File: src/rtl/mio_cli_st_pkg.sv
// Shared types and default widths for the mio_cli_st responder slice.
// The response entry width follows DEFAULT_DATA_W; a top-level DATA_W
// override must be matched by the package width.
package mio_cli_st_pkg;

  localparam int DEFAULT_DATA_W = 32;
  localparam int DEFAULT_ADDR_W = 8;

  // One queued response: read data (0 for writes) and error flag.
  typedef struct packed {
    logic [DEFAULT_DATA_W-1:0] rdata;
    logic                      err;
  } rsp_entry_t;

endpackage

File: src/rtl/mio_cli_st_rsp_fifo.sv
// Response queue for mio_cli_st_responder: power-of-2 circular buffer
// with occupancy count; pointers wrap naturally at DEPTH.
module mio_cli_st_rsp_fifo
  import mio_cli_st_pkg::*;
#(
  parameter int DEPTH = 4
) (
  input  logic                   clk,
  input  logic                   reset_n,
  input  logic                   push,
  input  rsp_entry_t             push_data,
  input  logic                   pop,
  output rsp_entry_t             head,
  output logic                   full,
  output logic                   empty,
  output logic [$clog2(DEPTH):0] count
);

  localparam int PTR_W = $clog2(DEPTH);

  logic [PTR_W-1:0] wr_ptr_q, wr_ptr_d;
  logic [PTR_W-1:0] rd_ptr_q, rd_ptr_d;
  logic [PTR_W:0]   count_q, count_d;
  rsp_entry_t       mem_q [DEPTH];

  // Next pointer and occupancy; push and pop together keep count unchanged.
  always_comb begin
    // NOTE: every output of a combinational block gets a default first,
    // so no path leaves a signal unassigned and no latch is inferred.
    wr_ptr_d = wr_ptr_q;
    rd_ptr_d = rd_ptr_q;
    count_d  = count_q;
    if (push) wr_ptr_d = wr_ptr_q + 1'b1;
    if (pop)  rd_ptr_d = rd_ptr_q + 1'b1;
    if (push && !pop)      count_d = count_q + 1'b1;
    else if (pop && !push) count_d = count_q - 1'b1;
  end

  // Pointer and occupancy registers; reset empties the queue.
  always_ff @(posedge clk or negedge reset_n) begin
    // NOTE: sequential state uses non-blocking assignments so every flop
    // samples pre-edge values regardless of statement order.
    if (!reset_n) begin
      wr_ptr_q <= '0;
      rd_ptr_q <= '0;
      count_q  <= '0;
    end else begin
      wr_ptr_q <= wr_ptr_d;
      rd_ptr_q <= rd_ptr_d;
      count_q  <= count_d;
    end
  end

  // Entry storage written at the tail.
  always_ff @(posedge clk) begin
    // NOTE: storage is deliberately not reset; stale entries are never
    // visible because consumers gate the head with the empty flag.
    if (push) mem_q[wr_ptr_q] <= push_data;
  end

  assign head  = mem_q[rd_ptr_q];
  assign full  = (count_q == (PTR_W+1)'(DEPTH));
  assign empty = (count_q == '0);
  assign count = count_q;

endmodule

File: src/rtl/mio_cli_st_responder.sv
// Register-file responder: accepts read/write requests, answers each with
// one queued response, counts completed response handshakes (saturating).
// Optional macro MIO_CLI_ST_RESPONDER_ADDR_CHK_EN flags out-of-range
// addresses as errors; without it addresses alias modulo NUM_REGS.
module mio_cli_st_responder
  import mio_cli_st_pkg::*;
#(
  parameter int DATA_W     = DEFAULT_DATA_W,
  parameter int ADDR_W     = DEFAULT_ADDR_W,
  parameter int NUM_REGS   = 16,
  parameter int FIFO_DEPTH = 4
) (
  input  logic              clk,
  input  logic              reset_n,
  input  logic              req_valid,
  output logic              req_ready,
  input  logic              req_we,
  input  logic [ADDR_W-1:0] req_addr,
  input  logic [DATA_W-1:0] req_wdata,
  output logic              rsp_valid,
  input  logic              rsp_ready,
  output logic [DATA_W-1:0] rsp_rdata,
  output logic              rsp_err,
  output logic [15:0]       txn_cnt
);

  logic [DATA_W-1:0] regs_q [NUM_REGS];
  logic [DATA_W-1:0] regs_d [NUM_REGS];
  logic [15:0]       txn_cnt_q, txn_cnt_d;
  logic              ready_en_q, ready_en_d;

  logic                        accept;
  logic                        fifo_push;
  logic                        fifo_pop;
  logic                        fifo_full;
  logic                        fifo_empty;
  logic [$clog2(FIFO_DEPTH):0] fifo_count;
  rsp_entry_t                  push_entry;
  rsp_entry_t                  head_entry;
  int                          idx;
  logic                        addr_err;

  // Handshakes; req_ready depends only on registered state.
  assign req_ready = ready_en_q && (fifo_count < ($clog2(FIFO_DEPTH)+1)'(FIFO_DEPTH));
  assign accept    = req_valid && req_ready;
  assign fifo_push = accept && !fifo_full;
  assign rsp_valid = !fifo_empty;
  assign fifo_pop  = rsp_valid && rsp_ready;

  // Address decode, register update, response build and counter update.
  always_comb begin
`ifdef MIO_CLI_ST_RESPONDER_ADDR_CHK_EN
    addr_err = (int'(req_addr) >= NUM_REGS);
    idx      = addr_err ? 0 : int'(req_addr);
`else
    addr_err = 1'b0;
    idx      = int'(req_addr) % NUM_REGS;
`endif
    regs_d = regs_q;
    if (accept && req_we && !addr_err) regs_d[idx] = req_wdata;

    // Reads capture the pre-edge register value; writes and errors return 0.
    push_entry.err   = addr_err;
    push_entry.rdata = (req_we || addr_err) ? '0 : regs_q[idx];

    txn_cnt_d = txn_cnt_q;
    if (fifo_pop && (txn_cnt_q != 16'hFFFF)) txn_cnt_d = txn_cnt_q + 16'd1;

    // Ready is enabled from the first edge after reset release.
    ready_en_d = 1'b1;
  end

  // Register file, counter and ready-enable state.
  always_ff @(posedge clk or negedge reset_n) begin
    if (!reset_n) begin
      for (int i = 0; i < NUM_REGS; i++) regs_q[i] <= '0;
      txn_cnt_q  <= '0;
      ready_en_q <= 1'b0;
    end else begin
      regs_q     <= regs_d;
      txn_cnt_q  <= txn_cnt_d;
      ready_en_q <= ready_en_d;
    end
  end

  mio_cli_st_rsp_fifo #(
    .DEPTH (FIFO_DEPTH)
  ) u_fifo (
    .clk       (clk),
    .reset_n   (reset_n),
    .push      (fifo_push),
    .push_data (push_entry),
    .pop       (fifo_pop),
    .head      (head_entry),
    .full      (fifo_full),
    .empty     (fifo_empty),
    .count     (fifo_count)
  );

  // Payload is forced to 0 whenever nothing is queued (including reset).
  assign rsp_rdata = fifo_empty ? '0 : head_entry.rdata;
  assign rsp_err   = !fifo_empty && head_entry.err;
  assign txn_cnt   = txn_cnt_q;

endmodule

File: config.mk
export PLATFORM = sky130hd
export DESIGN_NAME = mio_cli_st_responder
export DESIGN_NICKNAME = d
export VERILOG_FILES = /design/src/rtl/mio_cli_st_pkg.sv /design/src/rtl/mio_cli_st_rsp_fifo.sv /design/src/rtl/mio_cli_st_responder.sv
export SDC_FILE = /design/constraint.sdc
export NUM_CORES = 1
export LEC_CHECK = 0
export CAP_MARGIN = 20
export CORE_UTILIZATION = 60
export DETAILED_ROUTE_END_ITERATION = 8
export GPL_TIMING_DRIVEN = 1
export PLACE_DENSITY = 0.78
export SLEW_MARGIN = 10
export SYNTH_ARGS = -nofsm -noshare
export SYNTH_HDL_FRONTEND = slang
export SYNTH_HIERARCHICAL = 1
export SYNTH_SLANG_ARGS = --single-unit
export TNS_END_PERCENT = 30
File: constraint.sdc
create_clock -name clk -period 5.95 [get_ports clk]
set_input_delay 1.19 -clock clk [delete_from_list [all_inputs] [get_ports clk]]
set_output_delay 1.19 -clock clk [all_outputs]
set_load 0.02 [all_outputs]
== Yosys cells after proc, flatten, opt, wreduce, memory -nomap -nowiden ==
Memory sizes are Yosys's and may differ from the RTL's.
Index checks and enable logic that the tools add are counted.

* Register bits after elaboration: 536
* Memory bits (writable): 128
* Input port bits: 45
* Output and inout bits: 51
* Logic and storage cells: 61
* Memories: 1

* $add $sub $neg: 5
* Magnitude comparators: 3
* Equal/unequal tests: 2
* Multiplexer cells: 12
* Bitwise gates (word level): 1
* Reduce and logical (&&, ||, !) cells: 16

{| class="wikitable"
|+ Memory list
! memory !! depth !! bits a word !! rd ports !! clocked after Yosys merged registers in !! wr ports !! RTL line !! source
|-
| u_fifo.mem_q || 4 || 32 || 1 || 0 || 1 || mio_cli_st_rsp_fifo.sv:24 || <nowiki>rsp_entry_t mem_q [DEPTH];</nowiki>
|}

{| class="wikitable"
|+ Operator list
! operator !! number
|-
| $bwmux 512 || 1
|-
| $mux 32 || 5
|-
| $bmux 32 s4 || 1
|-
| $demux 32 s4 || 1
|-
| $ge 32x5->1 const B || 1
|-
| $lt 32x1->1 const B || 1
|-
| $not 4->32 || 1
|-
| $add 16x1->16 const B || 1
|-
| $ne 16x16->1 const B || 1
|-
| $logic_and 1x1->1 || 9
|-
| $mux 3 || 2
|-
| $add 2x1->2 const B || 2
|-
| $logic_not 1->1 || 4
|-
| $add 3x1->3 const B || 1
|-
| $eq 3x3->1 const B || 1
|-
| $logic_not 3->1 || 1
|-
| $lt 3x3->1 const B || 1
|-
| $sub 3x1->3 const B || 1
|-
| $mux 1 || 2
|-
| $reduce_bool 2->1 || 1
|-
| $logic_and 1x1->1 const B || 1
|}

== Logic depth before layout (Yosys ltp) ==
Gate-level depths: netlist of run 1.

* Word-level depth: 8
* Gate-level depth with buffers: 9

== Hierarchy ==
Netlist of run 1, hierarchy kept.

{| class="wikitable"
|+ By module, submodules not included
! module !! instances !! cells an instance !! area each (sq um)
|-
| mio_cli_st_responder || 1 || 1631 || 24272.0
|-
| mio_cli_st_rsp_fifo || 1 || 207 || 5207.5
|}

== Worst setup path after synthesis of run 1 ==
OpenSTA, ideal clock, no wires.

* Kind: input port to flip-flop
* Start: input port req_valid
* End: memory u_fifo/mem_q[2][0] (netlist name), enable pin
* Arrival: 2.400 ns
* Required time: 5.557 ns
* Slack: 3.157 ns
* Cell stages on the path: 3
* Buffers on the path: 0
* Cells stage by stage: nand2_1 -> nor2_1 -> and2_1

* Longest elaborated chain between the ends: 4

{| class="wikitable"
|+ Ends and longest elaborated chain
! item !! RTL line !! source
|-
| from (decl) || mio_cli_st_responder.sv:15 || <nowiki>input logic req_valid,</nowiki>
|-
| $logic_and 1x1->1 || mio_cli_st_responder.sv:45 || <nowiki>assign accept = req_valid && req_ready;</nowiki>
|-
| $logic_and 1x1->1 || mio_cli_st_responder.sv:46 || <nowiki>assign fifo_push = accept && !fifo_full;</nowiki>
|-
| named net fifo_push || mio_cli_st_responder.sv:33 || <nowiki>logic fifo_push;</nowiki>
|-
| $mux 1 || mio_cli_st_rsp_fifo.sv:58 || <nowiki>if (push) mem_q[wr_ptr_q] <= push_data;</nowiki>
|-
| $mux 1 (not written as such) || mio_cli_st_rsp_fifo.sv:58 ||
|-
| to (decl) || mio_cli_st_rsp_fifo.sv:24 ||
|}

The timed path passes the listed nets, and every way through them passes these cells.

==> results.cfg, run 1 <==
[sta]
max_slew_margin_pct = 21.1
holdWs_ns = 0.493
tightest_slew_ns = 1.17
fin_crit_sh_pct = 71.8
clock_skew_ns = 0.0277
period_minus_slack_ns = 4.27
hold_violations = 0
setup_viol_count_final = 0
final.setup.tns_ns = 0
rsz0062_at_grt = false
fmax_mhz = 234
maxSlewViolCount = 0

[critical_path]
r2r_slack_ns = 3.02
criticalPathCategory = flip-flop to primary output
arrival_ns = 3.08
timing.rr.end = regs_q[41]
reg2reg_from = u_fifo/count[2]
crit_slowest_cell = dfrtp_2
rr_worst_depth = 5
worstPathCellList = buf_4 > mux4_1 > nor2b_1 > clkdlybuf4s50_1
worstPathMaxFanout = 18
cp.required_ns = 4.76
crit_path_start_kind = flip-flop
crit_path_max_incr_delay_ns = 0.73
crit_path_end_kind = primary output

[cts]
numCtsBuffers = 69
cts_resized = 0
htreeDepth = 3
clk_latency_ns = 0.61
cts_tree = done
cts-root-buf = clkbuf_16
hold_buffers = 0
clockBufferDepth = 3
clkSlewWorstSetupHoldPaths_ns = 0.06
post_cts_buffers = 0
clock_sinks = 668

[layout]
final_common_cell = mux2_2
register_area_um2 = 17400
fillCellCount = 3217
final_cell_mix = mux2_2 (635), dfrtp_1 (535), edfxtp_1 (132)
syn2layout_area_growth_pct = 12.3
multi_input_area_um2 = 11400
final_layout_size_suffix_gt1_share_pct = 45.6
nNetsFinal = 1946

[yosys]
yosysTopAreaCellShare_pct = 45.5
syn_inst = 1838
dominantRegCellSynth = dfrtp_1
synthTopCellsByArea = dfrtp_1 (45%), mux2_2 (24%), edfxtp_1 (13%)
avgSynthCellArea_um2 = 16.0
ys_seq_area_share_pct = 58.9
yosysTopAreaCell = dfrtp_1
synth-edff-count = 132
yosys_warnings = 6
ys_ff_latch = 668
synthesis.area_um2 = 29500
post_synth_num_cell_types = 45
synthArstFlopShare_pct = 80.2

[drt]
antenna_left = 0
avgRoutedWirePerCell_um = 24.9
wl_um = 64800
via_count = 16200
drc = 0
vias_per_cell = 6.24
firstDrtPassIters = 5
drt_iter0_drc = 972

[min_path]
worstHoldEndpoint = regs_q[1]
hp-class = flip-flop to flip-flop
min_from = regs_q[1]
min_delay_path_depth = 1

[global_routing]
grt.total_usage_pct = 27.0
grt_max_degree = 144
grt_pass1_vias = 17300
grt_pass1_wl_um = 102000
grt_antenna_before_repair = 5
grt_overflow = 0

[pwr]
p_leak_nw = 15.0
ir_drop_mv = 0.289
power.density_nw_per_um2 = 374

[floorplan]
die_area_um2 = 50000
core_area_um2 = 48100
num_io_pins = 96
die_h_um = 224
start_util_pct = 61.2
rows = 80
die_w_um = 224

[placed_design]
hpwl_um = 38300
routabilityCongestion = 0.788
io_buffers = 91

[flow_run]
max_cap_violations = 0

[status]
status = complete, no violations
[logic make-up (layout without fill, tap and decap cells)]
logic type	count (synthesis)	after routing	synth area share, %
compound gates	134	134	3.19
xor+xnor	17	17	0.505
fa+ha+maj	7	7	0.323
buf+inv	156	260	2.62
flops	668	668	58.9
mux	741	741	32.1
other cells	2	9	0.0255
simple gates	113	113	2.32
[metrics by stage]
stage	setup WS (ns)	instance area, um^2	util (%)	power, W	cells
6_report	1.68	33100	68.8	0.0124	2605
4_1_cts	1.59	33100	68.7	0.0125	2599
2_1_floorplan	3.16	29500	-	0.00742	1841
3_3_place_gp	1.60	30900	64.1	0.00813	2477
5_1_grt	1.48	33100	68.8	0.0129	2604
3_5_place_dp	1.46	30900	64.1	0.00827	2477
[synth_stat cells (4+ instances only)]
library cell and count:
buf_6 5, clkbuf_1 59, xnor2_1 5, buf_1 13
mux2_1 9, inv_1 8, and2_1 4, buf_4 6
nand2_1 19, o31ai_1 32, mux4_2 92, edfxtp_1 132
nor3_1 5, nor2_1 8, mux2_2 635, ha_1 6
nand4_1 6, nor2b_1 41, a22oi_1 32, dfrtp_1 536
nand3_1 7, mux4_1 5, xor2_1 12, buf_2 60
nor4_1 4, o22ai_1 64
[state kept, by name, summed over array words and instances (netlist names)]
name             cells
regs_q             512
u_fifo/mem_q       132
txn_cnt             16
u_fifo/count         3
u_fifo/rd_ptr_q      2
u_fifo/wr_ptr_q      2
ready_en_q           1
[per-layer routing]
| metal | routed length [um] | up-vias | track usage (%) |
|---|---|---|---|
| met5 | 9 | - | 0 |
| met4 | 1470 | 2 | 9.39 |
| met3 | 3040 | 112 | 4.87 |
| met2 | 32300 | 405 | 44.6 |
| met1 | 27900 | 8692 | 36.2 |
| li1 | - | 7033 | - |
[cell type report]
type	count	share of cell area, %
Antenna cell	4	0.0302
Clock buffer	107	6.08
Clock inverter	15	0.503
Inverter	8	0.0907
Multi-Input combinational cell	1017	34.5
Sequential cell	668	52.5
Tap cell	656	2.48
Timing Repair Buffer	130	3.81
[power by group]
part	total, W	leakage [nW]	internal, W	switching, W
registers	0.00575	8.50	0.00535	0.000402
logic	0.00243	5.43	0.00136	0.00107
clock network	0.00419	1.06	0.00246	0.00173
[worst max-delay path: cells and delay by family (launching register included)]
| family | cells | cell delay (ns) |
|---|---|---|
| buffers and inverters | 2 | 1.00 |
| DFF | 1 | 0.73 |
| muxes | 1 | 0.60 |
| and+or+nand+nor | 1 | 0.15 |
[worst max-delay path by stage]
| stage | start | to | slack, ns | cells past startpoint |
|---|---|---|---|---|
| finish | u_fifo/rd_ptr_q[0] | rsp_rdata[31] | 1.68 | 4 |
| global route | u_fifo/rd_ptr_q[0] | rsp_rdata[31] | 1.48 | 4 |
| CTS | u_fifo/rd_ptr_q[0] | rsp_rdata[31] | 1.59 | 4 |
| detailed placement | req_addr[0] | u_fifo/mem_q[3][9] | 1.46 | 4 |
| global placement | req_addr[0] | u_fifo/mem_q[0][9] | 1.60 | 4 |
| floorplan | req_valid | u_fifo/mem_q[2][0] | 3.16 | 3 |
(Power assumes the default switching activity.)
==> run 2, diff against run 1 <==
==> constraint.sdc (replaced) <==
create_clock -name clk -period 4.3 [get_ports clk]
set_input_delay 0.86 -clock clk [delete_from_list [all_inputs] [get_ports clk]]
set_output_delay 0.86 -clock clk [all_outputs]
set_load 0.02 [all_outputs]
==> run 2 against run 1 <==
Effect of this change:
- sequential cell count stayed put
- non-clock buffer count rose by 44
- global-route usage grew 0.73 points
- register-to-register slack worse by 1.5 ns
- die area did not move
- core utilization up 1.1 points
- clock power up 38%
==> results.cfg, run 2 (synthesis gave the netlist of run 1 again) <==
[status]
status = complete, no violations

[placed_design]
routabilityCongestion = 0.792
dp.cells = 2523
hpwl_um = 40700
io_buffers = 91

[global_routing]
grt_overflow = 0
grt.total_usage_pct = 27.7
grt_antenna_before_repair = 0
grt_pass1_vias = 17800
grt_pass1_wl_um = 104000
grt_max_degree = 116

[sta]
tightest_slew_ns = 0.993
hold_violations = 0
period_minus_slack_ns = 3.78
fmax_mhz = 265
maxSlewViolCount = 0
setup_viol_count_final = 0
clock_skew_ns = 0.0207
final.setup.tns_ns = 0
max_slew_margin_pct = 33.8
rsz0062_at_grt = false
fin_crit_sh_pct = 87.8

[layout]
nNetsFinal = 1990
final_cells = 2646
final_common_cell = mux2_2
fillCellCount = 3101
final_cell_mix = mux2_2 (635), dfrtp_1 (535), edfxtp_1 (132)
multi_input_area_um2 = 11400
regMostFlops = regs_q
final_layout_size_suffix_gt1_share_pct = 47.4
syn2layout_area_growth_pct = 14.1
largest_register_ffs = 512
register_area_um2 = 17400

[critical_path]
cp.required_ns = 3.44
crit_slowest_cell = dfrtp_2
worstPathMaxFanout = 18
arrival_ns = 2.92
crit_path_start_kind = flip-flop
worstPathCellList = buf_4 > mux4_1 > nor2b_1 > clkdlybuf4s50_1
crit_path_end_kind = primary output
crit_path_max_incr_delay_ns = 0.70
worst-path-buf-inv = 2
path_delay_family = buffers and inverters
criticalPathCategory = flip-flop to primary output

[drt]
drc = 0
firstDrtPassIters = 5
wl_um = 66200
vias_per_cell = 6.28
antenna_left = 0
avgRoutedWirePerCell_um = 25.0
drt_iter0_drc = 1196
via_count = 16600

[cts]
post_cts_buffers = 0
hold_buffers = 0
htreeDepth = 3
clock_sinks = 668
clk_latency_ns = 0.61
cts_resized = 0
numCtsBuffers = 69
cts-root-buf = clkbuf_16
clockBufferDepth = 3
cts_tree = done
clkSlewWorstSetupHoldPaths_ns = 0.06

[floorplan]
num_io_pins = 96
start_util_pct = 61.2
die_area_um2 = 50000
rows = 80
core_area_um2 = 48100
die_h_um = 224
die_w_um = 224

[min_path]
hp-class = primary input to async pin

[pwr]
power.density_nw_per_um2 = 511
ir_drop_mv = 0.305
p_leak_nw = 15.3

[flow_run]
max_cap_violations = 0
-- run 2: cell types whose count changed in the layout (fill, tap and decap cells not counted), sizes merged --
cell      delta
inv          -2
bufinv       -1
clkinv      +10
clkinvlp     +1
buf         +45
clkbuf       -9
diode        -3
-- run 2: where the power goes --
part / leakage (nW) / internal (W) / total (W) / switching (W)
clock: 1.10 / 0.00343 / 0.00580 / 0.00238
combinational: 5.71 / 0.00192 / 0.00347 / 0.00155
sequential: 8.50 / 0.00740 / 0.00791 / 0.000514
-- run 2: per-stage QoR --
| stage | instance area [um^2] | setup WS (ns) | total power, W | hold slack, ns | util (%) |
|---|---|---|---|---|---|
| final | 33600 | 0.525 | 0.0172 | 0.372 | 69.9 |
| after global routing | 33600 | 0.346 | 0.0179 | 0.436 | 69.8 |
| after CTS | 33600 | 0.426 | 0.0173 | 0.403 | 69.8 |
| after detailed placement | 31400 | 0.627 | 0.0115 | 0.471 | 65.3 |
| after global placement | 31400 | 0.717 | 0.0113 | 0.462 | 65.3 |
| after floorplan | 29500 | 1.84 | 0.0103 | 0.452 | - |
-- run 2: worst paths after layout --
| kind | startpoint | endpoint | slack (ns) | depth (start not counted) |
|---|---|---|---|---|
| min in group clk | regs_q[62] | regs_q[62] | 0.48 | 1 |
| max in group asynchronous | reset_n | regs_q[245] | 2.85 | 2 |
| worst min register to register | regs_q[62] | regs_q[62] | 0.48 | 1 |
| worst max-delay path | u_fifo/rd_ptr_q[0] | rsp_rdata[2] | 0.52 | 4 |
| worst max register to register | u_fifo/count[2] | u_fifo/count[2] | 1.55 | 9 |
| worst min-delay path | reset_n | regs_q[362] | 0.37 | 1 |
-- run 2: worst reg2reg max path, cell delays in order, from the launching register on --
cell and delay, ns:
dfrtp_1 0.49, nor2b_1 0.48, nand2_1 0.10, nor2_1 0.41
ha_1 0.29, inv_1 0.07, fa_1 0.37, xor2_1 0.17
nor2_1 0.13, xor2_1 0.16
-- run 2: cell type report --
type                       count  share of cell area, %
multi-input combinational   1017                   34.0
sequential                   668                   51.7
clock buffer                  99                   6.09
clock inverter                23                  0.491
inverter                       8                 0.0893
timing repair buffer         174                   5.25
tap                          656                   2.44
antenna                        1                0.00744
-- run 2: layer usage --
layer	vias up	wire [um]	global-route usage (%)
met5	-	0	0
met4	0	1380	8.90
met3	97	2990	3.57
met2	394	32500	44.5
met1	9006	29300	39.8
li1	7110	-	-
==> run 3, diff against run 2 <==
--- a/config.mk
+++ b/config.mk
@@ -5,6 +5,8 @@
 export SDC_FILE = /design/constraint.sdc
 export NUM_CORES = 1
 export LEC_CHECK = 0
+export ABC_AREA = 0
+export ABC_CLOCK_PERIOD_IN_PS = 4300
 export CAP_MARGIN = 20
 export CORE_UTILIZATION = 60
 export DETAILED_ROUTE_END_ITERATION = 8
==> results of run 3 <==
Same layout as run 2: the final DEF is identical, and so are final timing and power.
